### config.mk
export PLATFORM = sky130hd
export DESIGN_NAME = gcd_requester
export DESIGN_NICKNAME = d
export VERILOG_FILES = /design/src/rtl/gcd_requester.sv
export SDC_FILE = /design/constraint.sdc
export NUM_CORES = 1
export LEC_CHECK = 0
export CORE_MARGIN = 2
export CORE_UTILIZATION = 53
export DETAILED_ROUTE_END_ITERATION = 12
export HOLD_SLACK_MARGIN = 0.02
export MAX_ROUTING_LAYER = met4
export PLACE_DENSITY = 0.83
export SKIP_LAST_GASP = 1
export SLEW_MARGIN = 5
export SYNTH_ARGS = -nofsm -noshare
export SYNTH_HDL_FRONTEND = slang
export SYNTH_SLANG_ARGS = --single-unit
export TNS_END_PERCENT = 5
### constraint.sdc
create_clock -name clk -period 2.4 [get_ports clk]
set_input_delay 0.6 -clock clk [delete_from_list [all_inputs] [get_ports clk]]
set_output_delay 0.6 -clock clk [all_outputs]
set_load 0.02 [all_outputs]
### src/rtl/gcd_requester.sv
// gcd_requester: queues operand pairs from upstream, feeds them one at a time
// to an external GCD unit, waits for each result (with a timeout), and
// presents results downstream through a single output register.
//
// Handshakes: a transfer happens on a rising edge where valid and ready are
// both high; valid must not depend on ready, and data is stable while valid.
// The GCD side uses gcd_data_rdy as a one-cycle request strobe and
// gcd_result_taken as a one-cycle consume strobe for gcd_result_rdy/data.
module gcd_requester #(
  parameter int W       = 16,
  parameter int DEPTH   = 4,
  parameter int TIMEOUT = 1024
) (
  input  logic         clk,
  input  logic         reset,
  input  logic         in_valid,
  output logic         in_ready,
  input  logic [W-1:0] in_a,
  input  logic [W-1:0] in_b,
  output logic         gcd_data_rdy,
  output logic [W-1:0] gcd_operands_A,
  output logic [W-1:0] gcd_operands_B,
  input  logic         gcd_result_rdy,
  input  logic [W-1:0] gcd_result_data,
  output logic         gcd_result_taken,
  output logic         out_valid,
  input  logic         out_ready,
  output logic [W-1:0] out_data,
  output logic         busy,
  output logic         timeout_err,
  output logic [15:0]  done_count,
  output logic [1:0]   state_dbg
);

  localparam int AW = $clog2(DEPTH);
  localparam int TW = $clog2(TIMEOUT + 1);

  typedef enum logic [1:0] {S_IDLE, S_ISSUE, S_WAIT, S_ERR} state_t;

  state_t         state, state_nxt;
  logic [W-1:0]   mem_a [DEPTH];
  logic [W-1:0]   mem_b [DEPTH];
  logic [AW:0]    wr_ptr, rd_ptr;
  logic           full, empty, push, pop, take, tmo_hit;
  logic [TW-1:0]  timer;

  // FIFO status from pointers with one wrap bit
  assign empty = (wr_ptr == rd_ptr);
  assign full  = (wr_ptr[AW] != rd_ptr[AW]) && (wr_ptr[AW-1:0] == rd_ptr[AW-1:0]);
  assign push  = in_valid && in_ready;

  // Result accepted from the GCD unit only when the output register can take it
  assign take    = (state == S_WAIT) && gcd_result_rdy && (!out_valid || out_ready);
  // The timer value seen here is one behind the count including this cycle
  assign tmo_hit = (state == S_WAIT) && !gcd_result_rdy && (timer == TW'(TIMEOUT - 2));

  // FSM state register
  always_ff @(posedge clk) begin
    if (reset) state <= S_IDLE;
    else       state <= state_nxt;
  end

  // FSM next-state logic
  always_comb begin
    state_nxt = state;
    case (state)
      S_IDLE:  if (!empty) state_nxt = S_ISSUE;
      S_ISSUE: state_nxt = S_WAIT;
      S_WAIT: begin
        if (take)         state_nxt = S_IDLE;
        else if (tmo_hit) state_nxt = S_ERR;
      end
      default: state_nxt = S_ERR;
    endcase
  end

  // FSM outputs and FIFO pop decode
  always_comb begin
    in_ready         = !full && (state != S_ERR);
    gcd_data_rdy     = (state == S_ISSUE);
    gcd_result_taken = take;
    pop              = (state == S_ISSUE) && !empty;
    busy             = (state != S_IDLE) || !empty;
    state_dbg        = state;
    gcd_operands_A   = '0;
    gcd_operands_B   = '0;
    if (!empty) begin
      gcd_operands_A = mem_a[rd_ptr[AW-1:0]];
      gcd_operands_B = mem_b[rd_ptr[AW-1:0]];
    end
  end

  // FIFO storage (contents need no reset; pointers gate visibility)
  always_ff @(posedge clk) begin
    if (push) begin
      mem_a[wr_ptr[AW-1:0]] <= in_a;
      mem_b[wr_ptr[AW-1:0]] <= in_b;
    end
  end

  // FIFO pointers
  always_ff @(posedge clk) begin
    if (reset) begin
      wr_ptr <= '0;
      rd_ptr <= '0;
    end else begin
      if (push) wr_ptr <= wr_ptr + 1'b1;
      if (pop)  rd_ptr <= rd_ptr + 1'b1;
    end
  end

  // Wait timer: cleared on issue, counts only cycles with no result offered
  always_ff @(posedge clk) begin
    if (reset)                                    timer <= '0;
    else if (state == S_ISSUE)                    timer <= '0;
    else if ((state == S_WAIT) && !gcd_result_rdy) timer <= timer + TW'(1);
  end

  // Output register, sticky timeout flag and completion counter
  always_ff @(posedge clk) begin
    if (reset) begin
      out_valid   <= 1'b0;
      out_data    <= '0;
      timeout_err <= 1'b0;
      done_count  <= '0;
    end else begin
      if (take) begin
        out_valid  <= 1'b1;
        out_data   <= gcd_result_data;
        done_count <= done_count + 16'd1;
      end else if (out_valid && out_ready) begin
        out_valid <= 1'b0;
      end
      if (tmo_hit) timeout_err <= 1'b1;
    end
  end

endmodule

# Word-level counts from Yosys, hierarchy flattened
# Memory sizes are Yosys's and may differ from the RTL's. A register that Yosys moved wholly into a read port is not among the register bits.
# Index checks and enable logic that the tools add are counted.
totals:
  n_memories: 2
  input_bits: 53
  ramBits: 128
  output_inout_bits: 72
  regBits: 53
  wordCells: 57
classes:
  mux: 14
  n_eq_ne: 9
  add_sub_neg: 4
  reduce_logical: 20
memory_table:
  columns: ["memory", "words", "word_bits", "rd", "rd_clocked_by_memory_dff", "wr", "line", "text"]
  rows:
  - ["mem_a", 4, 16, 1, 1, 1, "41", "logic [W-1:0] mem_a [DEPTH];"]
  - ["mem_b", 4, 16, 1, 1, 1, "42", "logic [W-1:0] mem_b [DEPTH];"]
op_table:
  columns: ["cell", "count"]
  rows:
  - ["2-to-1 mux 16 bit", 2]
  - ["adder 16 x 1 -> 16 bit (second input constant)", 1]
  - ["2-to-1 mux 2 bit", 7]
  - ["adder 11 x 1 -> 11 bit (second input constant)", 1]
  - ["equality test 11 x 10 -> 1 bit (second input constant)", 1]
  - ["logical AND 1 bit", 9]
  - ["adder 3 x 1 -> 3 bit (second input constant)", 2]
  - ["one-hot mux 2 bit (3 select lines)", 1]
  - ["logical NOT 1 bit", 4]
  - ["2-to-1 mux 1 bit", 4]
  - ["!= test 2 bit (second input constant)", 2]
  - ["nonzero test 2 bit", 2]
  - ["equality test 3 bit", 1]
  - ["!= test 3 bit (second input constant)", 1]
  - ["equality test 2 x 1 -> 1 bit (second input constant)", 1]
  - ["equality test 2 bit", 1]
  - ["equality test 2 bit (second input constant)", 1]
  - ["logical NOT 2 bit", 1]
  - ["logical OR 1 bit", 2]
  - ["AND reduction 2 bit", 1]
  - ["OR reduction 2 bit", 1]
  - ["!= test 1 bit", 1]

# Longest topological paths before layout
depth:
  ltp_word: 7
  ltp_mapped: 7
  mapped_depth_nobuf: 5

# Least setup slack after synthesis
# No wires, ideal clock.
synth_path:
  path_kind: "reg2reg"
  start: "register wr_ptr[0]"
  end: "memory mem_a[3][0], enable pin"
  arrival_ps: 1758
  required_time_ps: 2007
  period_less_slack_ps: 2151
  path_slack_ps: 249
  path_buffers: 0
  setup_time_ps: 393
  path_stages_with_launch: 4
  cell_sequence: "dfxtp_1 -> xor2_1 -> o311a_1 -> and2_1"
synth_between:
  elab_chain_len: 7
synth_lines:
  columns: ["element", "line", "text"]
  rows:
  - ["from (decl)", "43", "logic [AW:0] wr_ptr, rd_ptr;"]
  - ["from (signal assigned)", "107", "if (push) wr_ptr <= wr_ptr + 1'b1;"]
  - ["equality test 2 bit", "49", "assign full = (wr_ptr[AW] != rd_ptr[AW]) && (wr_ptr[AW-1:0] == rd_ptr[AW-1:0]);"]
  - ["logical AND 1 bit", "49", null]
  - ["logical NOT 1 bit", "79", "in_ready = !full && (state != S_ERR);"]
  - ["logical AND 1 bit", "79", null]
  - ["logical AND 1 bit", "50", "assign push = in_valid && in_ready;"]
  - ["2-to-1 mux 1 bit", "95", "if (push) begin"]
  - ["2-to-1 mux 1 bit (not written as such)", "96", "mem_a[wr_ptr[AW-1:0]] <= in_a;"]
  - ["to (decl)", "41", null]
# Parallel ways exist; a longest one is shown, timed or not.

==> impl_metrics.toml <==
[worst_setup_path]
reg2reg_slack_ns = 0.43
cp_slowest_cell = "mux4_2"
start_kind = "flop"
end_kind = "output port"
critPathKind = "flop to output port"
cpLargestDelayFamily = "multiplexers"
timing.rr.end = "done_count[12]"
cp_data_required_time_ns = 1.80
cp_max_fo = 7
slowest_delay_ns = 0.48
crit_chain = "buf_4 -> clkbuf_16 -> mux4_2 -> nor2b_1 -> clkbuf_2"
cp.buffers_inverters = 3
worst_ep_arrival_time_ns = 1.93
timing.rr.start = "state_dbg[1]"
cp.depth = 5
rr_worst_depth = 5

[placed_design]
place.port_buffers = 124
dpl.hpwl_mm = 9.75
place_inst = 790
place.gp.congestion = 0.860

[logic_synthesis]
avgSynthCellArea_um2 = 14.9
synth_commonest_cells = "128 x edfxtp_1, 55 x dfxtp_1, 46 x nand2_1, 33 x nor2b_1"
syn_inst = 483
ys_seq_area_share_pct = 68.6
yosysUniqueCellTypes = 39
synth_top_area_share_pct = 53.3
synth-edff-count = 128
ys_top_cells_by_area = "edfxtp_1 53%, dfxtp_1 15%, mux4_2 10%"
synth_ff_type = "edfxtp_1"
yosysMostFrequentCell = "edfxtp_1"
yosysWarnings = 0
ys_seq_elements = 183
yosys.area.top_type = "edfxtp_1"
syn_area_mm2 = 0.00721
syn-num-nets = 544
async_reset_ff_share_pct = 0

[job]
drv_cap = 0

[drt]
totalWireLength_mm = 14.8
avgRoutedWirePerCell_um = 17.9
dr.pass1.iters = 5
first_iter_violations = 362
antenna_left = 0
viasPerCell = 5.42
vias = 4485
drc = 0

[pwr]
p_sw_share_pct = 25.4
p_comb_share_pct = 16.7
p_clk_share_pct = 34.7
leakagePower_nw = 3.22
power-per-cell-area_mw_per_mm2 = 787
ir_worst_vdd_mv = 0.491
internal-power_mw = 5.56
pwr-share-seq_pct = 48.6
p_switching_mw = 1.89

[global_route]
grt_pass1_vias = 4677
grt_start_max_net_pins = 31
grt_pass1_wl_mm = 23.4
grt_overflow = 0
antenna_found_initial = 0
grt_use_total_pct = 21.9

[layout]
drive_gt1_share_pct = 20.9
synthToLayoutAreaGrowth_pct = 31.3
fin_util_pct = 71.5
nets = 700
diodes = 0
instances_no_fill = 828

[clocking]
tritoncts = "done"
root_buffer = "clkbuf_16"
cts_sinks = 183
h-tree-depth = 4
path_clk_slew_ns = 0.07
cts_made_buffers = 17
cts_buffer_depth = 2
cts_hold_buf = 0
clock_latency_ns = 0.42

[timing]
skew_ns = 0.00672
setup_ws_ns = -0.130
holdWs_ns = 0.458
layout_worst_path_cycle_share_pct = 105
min_period_ns = 2.53
max_clock_freq_mhz = 395
rsz0062_at_grt = "yes"
tightest_slew_ns = 0.437
final-setup-viol-count = 31
relSlewSlack_pct = 70.8
finalHoldViolCount = 0
drv_slew = 0

[die]
ios = 125
core_area_mm2 = 0.0132
die_x_um = 121
die_area_mm2 = 0.0145
die_h_um = 121
row_count = 42
initial_core_util_pct = 54.4

[worst_hold_path]
min-delay-start = "out_data[1]"
holdPathEnd = "out_data[1]"
hold_path_depth = 2
hold_path.class = "flop to flop"

[status]
violations = "negative setup slack"
status = "finished with violations"
## flip-flops by register name, summed over array words and instances, names as in the netlist, named ones only
signal       flops
done_count      16
mem_a           64
mem_b           64
out_data        16
out_valid        1
rd_ptr           3
state_dbg        2
timeout_err      1
timer           11
wr_ptr           3
## routing by layer
metal	track usage, %	up-vias	wire [µm]	share of wire [%]
met5	-	-	0	0
met4	7.92	0	263	1.8
met3	4.72	23	835	5.6
met2	36.6	128	7750	52
met1	26.4	2213	5990	40
li1	-	2121	-	-
## tightest hold or removal path, stage by stage, from the launching register on
cell and delay [ns]:
dfxtp_1 0.31, nand2_1 0.05, a21oi_1 0.05
## layout make-up
type	instances	area, µm²
clock buffers	19	433
clock inverters	13	120
fillers	900	3780
inverters	8	30.0
multi-input cells	269	2150
flip-flops and latches	183	4950
well taps	176	220
repair buffers	160	1570
## worst max-delay path by stage
stage | from | end | slack [ns]
after floorplan | wr_ptr[0] | mem_a[3][0] | 0.25
after global placement | gcd_result_rdy | gcd_result_taken | -0.24
after detailed placement | gcd_result_rdy | gcd_result_taken | -0.25
after CTS | flop | gcd_operands_A[2] | -0.26
after global routing | rd_ptr[0] | gcd_operands_B[10] | -0.20
final | flop | gcd_operands_B[5] | -0.13
## per-stage QoR
step | setup WS, ns | total power, mW | TNS (ns) | area (µm²)
floorplan | 0.249 | 4.34 | 0 | 7210
global placement | -0.240 | 4.98 | -0.523 | 8950
detailed placement | -0.251 | 5.01 | -0.832 | 8950
CTS | -0.256 | 7.49 | -7.10 | 9460
global route | -0.197 | 7.73 | -5.02 | 9470
finish | -0.130 | 7.45 | -2.90 | 9470
## cells in the final DEF (no fill, tap or decap), types with 8 or more instances in the layout
master	instances
edfxtp_1	128
nand2_1	46
clkbuf_2	26
nor2b_1	33
clkbuf_16	20
mux4_2	32
buf_4	22
clkdlybuf4s50_1	89
buf_12	11
nand3_1	9
nor2_1	23
xor2_1	10
inv_1	8
ha_1	8
dfxtp_1	53
xnor2_1	12
a21oi_1	32
## power groups by stage
stage	sequential (mW)	combinational [mW]	clock, mW
after global placement	3.67	1.31	0
after CTS	3.62	1.24	2.63
after floorplan	3.70	0.645	0
final	3.62	1.24	2.59
after detailed placement	3.68	1.32	0
after global routing	3.63	1.34	2.76
## cells by family after synthesis
family / count (synthesis) / synth area share, %
adders and majority gates: 8 / 1.39
buffers and inverters: 31 / 1.70
AOI/OAI and AO/OA: 48 / 3.73
and+or+nand+nor: 158 / 11.8
DFF: 183 / 68.6
muxes: 33 / 10.1
xor gates and xnor gates: 22 / 2.67
## what timing repair did
action,4_1_cts,5_1_grt
gates resized for setup,34,56
buffers inserted,0,3
gates cloned,0,3
endpoints found under the setup margin,36,36
hold endpoints to repair,0,0
No activity file was read; power rests on OpenSTA's default activity.
==> variant (same settings) <==
Set the parameter `TIMEOUT` to 256 (it was 1024).
--- a/src/rtl/gcd_requester.sv
+++ b/src/rtl/gcd_requester.sv
@@ -9,7 +9,7 @@
 module gcd_requester #(
   parameter int W       = 16,
   parameter int DEPTH   = 4,
-  parameter int TIMEOUT = 1024
+  parameter int TIMEOUT = 256
 ) (
   input  logic         clk,
   input  logic         reset,
Behaviour: same outputs for any inputs over 10 cycles, from zero or initial values and one cycle with reset high; that may be too few to reach the edited logic, so the function may still have changed.
==> variant against the original RTL <==
- the flow still finishes with violations (setup timing)
- synthesized area rose by 0.89%
- total power rose by 1.2%
- clock power rose by 2%
- first-iteration DRC count fell by 11%
- routed wire length rose by 7.7%
- setup slack got worse by 0.033 ns
- sequential cell count fell by 2
- maximum frequency fell by 1.3%
- design area rose by 1.7%
==> variant: results (changes against the original RTL) <==
Pre-Repair DR Iteration Count 4 (-1); GRT Total Usage 23.76% (+1.9 points); gp weighted congestion 0.8483 (-1.4%); register area share after synthesis 67.45% (-1.2 points); Arr. time, crit path 1.96 ns (+0.03 ns); FILL cells 792 (-12%); synth cell count leaders edfxtp_1, dfxtp_1, nand2_1, nor2b_1, a21oi_1; n_diodes 0 (unchanged); hold_sp timeout_err$_SDFFE_PP0P_; met2 Track Usage GR 39.36% (+2.7 points); Via-to-Cell Ratio 5.570 (+2.8%); Hold Crit Class flip-flop to flip-flop; final wirelength 15,980 µm (+7.7%); clk slew on worst S/H paths 0.07 ns (about the same); outcome finished, violations left; distinct cell type count of the synthesized netlist 52 (+33%); pin count of the biggest net entering global routing 35 (+13%); clk_lat worst skew roughly 0.43 ns; VDD IR max 0.6250 mV (+27%); antenna violations before repair 0 (unchanged); ranking of synthesized cells by area edfxtp_1, dfxtp_1, mux4_2; failing checks setup timing; GR Util met1 28.34% (+1.9 points); placed cell area 9042 µm² (+1.0%); TNS Setup -4.231 ns (-1.330 ns); clock tree buffer depth 2 (unchanged); vias in the first global route 4,829 (+3.2%); Hold Violations, Final 0 (unchanged); ys flop type edfxtp_1; relative slew slack 64.19% (-6.6 points); post-CTS setup buffers 1 (+1); Routed met3 length 807 µm (-3.4%); highest metal used met4; metal2 WL 8334 µm (+7.6%); worst clock skew 0.009216 ns (+0.002491 ns); Slowest cell on crit path mux4_2; syn_nets 553 (+1.7%); GRT met3 Usage 6.391% (+1.7 points); P_leak 0.003249 µW (+0.92%); TritonCTS Buffers 17 (unchanged); reg2reg start state_dbg[1]$_SDFFE_PP0P_; Initial DRC Count 321 (-11%); proportion of layout cells with a drive suffix above 1 20.03% (-0.83 points); PnR worst setup slack -0.1635 ns (-0.03339 ns); number of synthesis warnings 0 (unchanged); Final setup viols 35 (+13%); hpwl dp 10,180 µm (+4.4%); clock root buffer clkbuf_16; Met1 Wirelength 6470 µm (+8.0%); nets 713 (+1.9%); Setup Slack @ Placement -0.2652 ns (-0.01375 ns); number of gates resized after cts 88 (+160%); first-pass GRT wire length 25,290 µm (+7.9%); CP max FO 5 (-2); Top delay family on crit path buffers and inverters
==> variant: cells by family after synthesis <==
logic type / share of synthesized area [%]
and+or+nand+nor: 12.10
adders and majority gates: 1.377
AOI/OAI and AO/OA: 4.749
buffers and inverters: 2.047
muxes: 10.48
DFF: 67.45
xor gates and xnor gates: 1.807
==> variant: through the flow <==
stage / cells / utilization (%)
floorplan: 492 / -
global placement: 807 / 68.01
detailed placement: 807 / 68.01
CTS: 840 / 72.41
global route: 840 / 72.43
finish: 840 / 72.43
==> variant: final cells by class <==
| type | count | area, µm² | share of cell area [%] |
|---|---|---|---|
| clock buffer | 17 | 425.4 | 4.418 |
| multi-input combinational | 277 | 2223 | 23.09 |
| tap | 176 | 220.2 | 2.287 |
| clock inverter | 14 | 136.4 | 1.416 |
| timing repair buffer | 167 | 1684 | 17.49 |
| inverter | 8 | 30.03 | 0.3119 |
| sequential | 181 | 4910 | 50.99 |
==> variant: report_power, final <==
group / internal [µW] / total (µW) / switching (µW)
registers: 3510 / 3580 / 69.7
clock network: 1370 / 2630 / 1260
logic: 622 / 1320 / 700
total: 5510 / 7540 / 2030
==> variant: final timing paths <==
| kind | end | slack, ns | cells past startpoint |
|---|---|---|---|
| hold / removal | timeout_err$_SDFFE_PP0P_ | 0.45 | 2 |
| hold reg to reg | timeout_err$_SDFFE_PP0P_ | 0.45 | 2 |
| setup reg to reg | done_count[7]$_SDFFE_PP0P_ | 0.46 | 6 |
| setup / recovery | gcd_operands_A[5] | -0.16 | 4 |
==> variant: worst register-to-register path, stage by stage, from the launching register on <==
cell and delay [ns]:
dfxtp_1 0.49, and3b_1 0.25, buf_4 0.13, nand3_1 0.21, buf_4 0.23, or4_1 0.39, a21oi_1 0.16
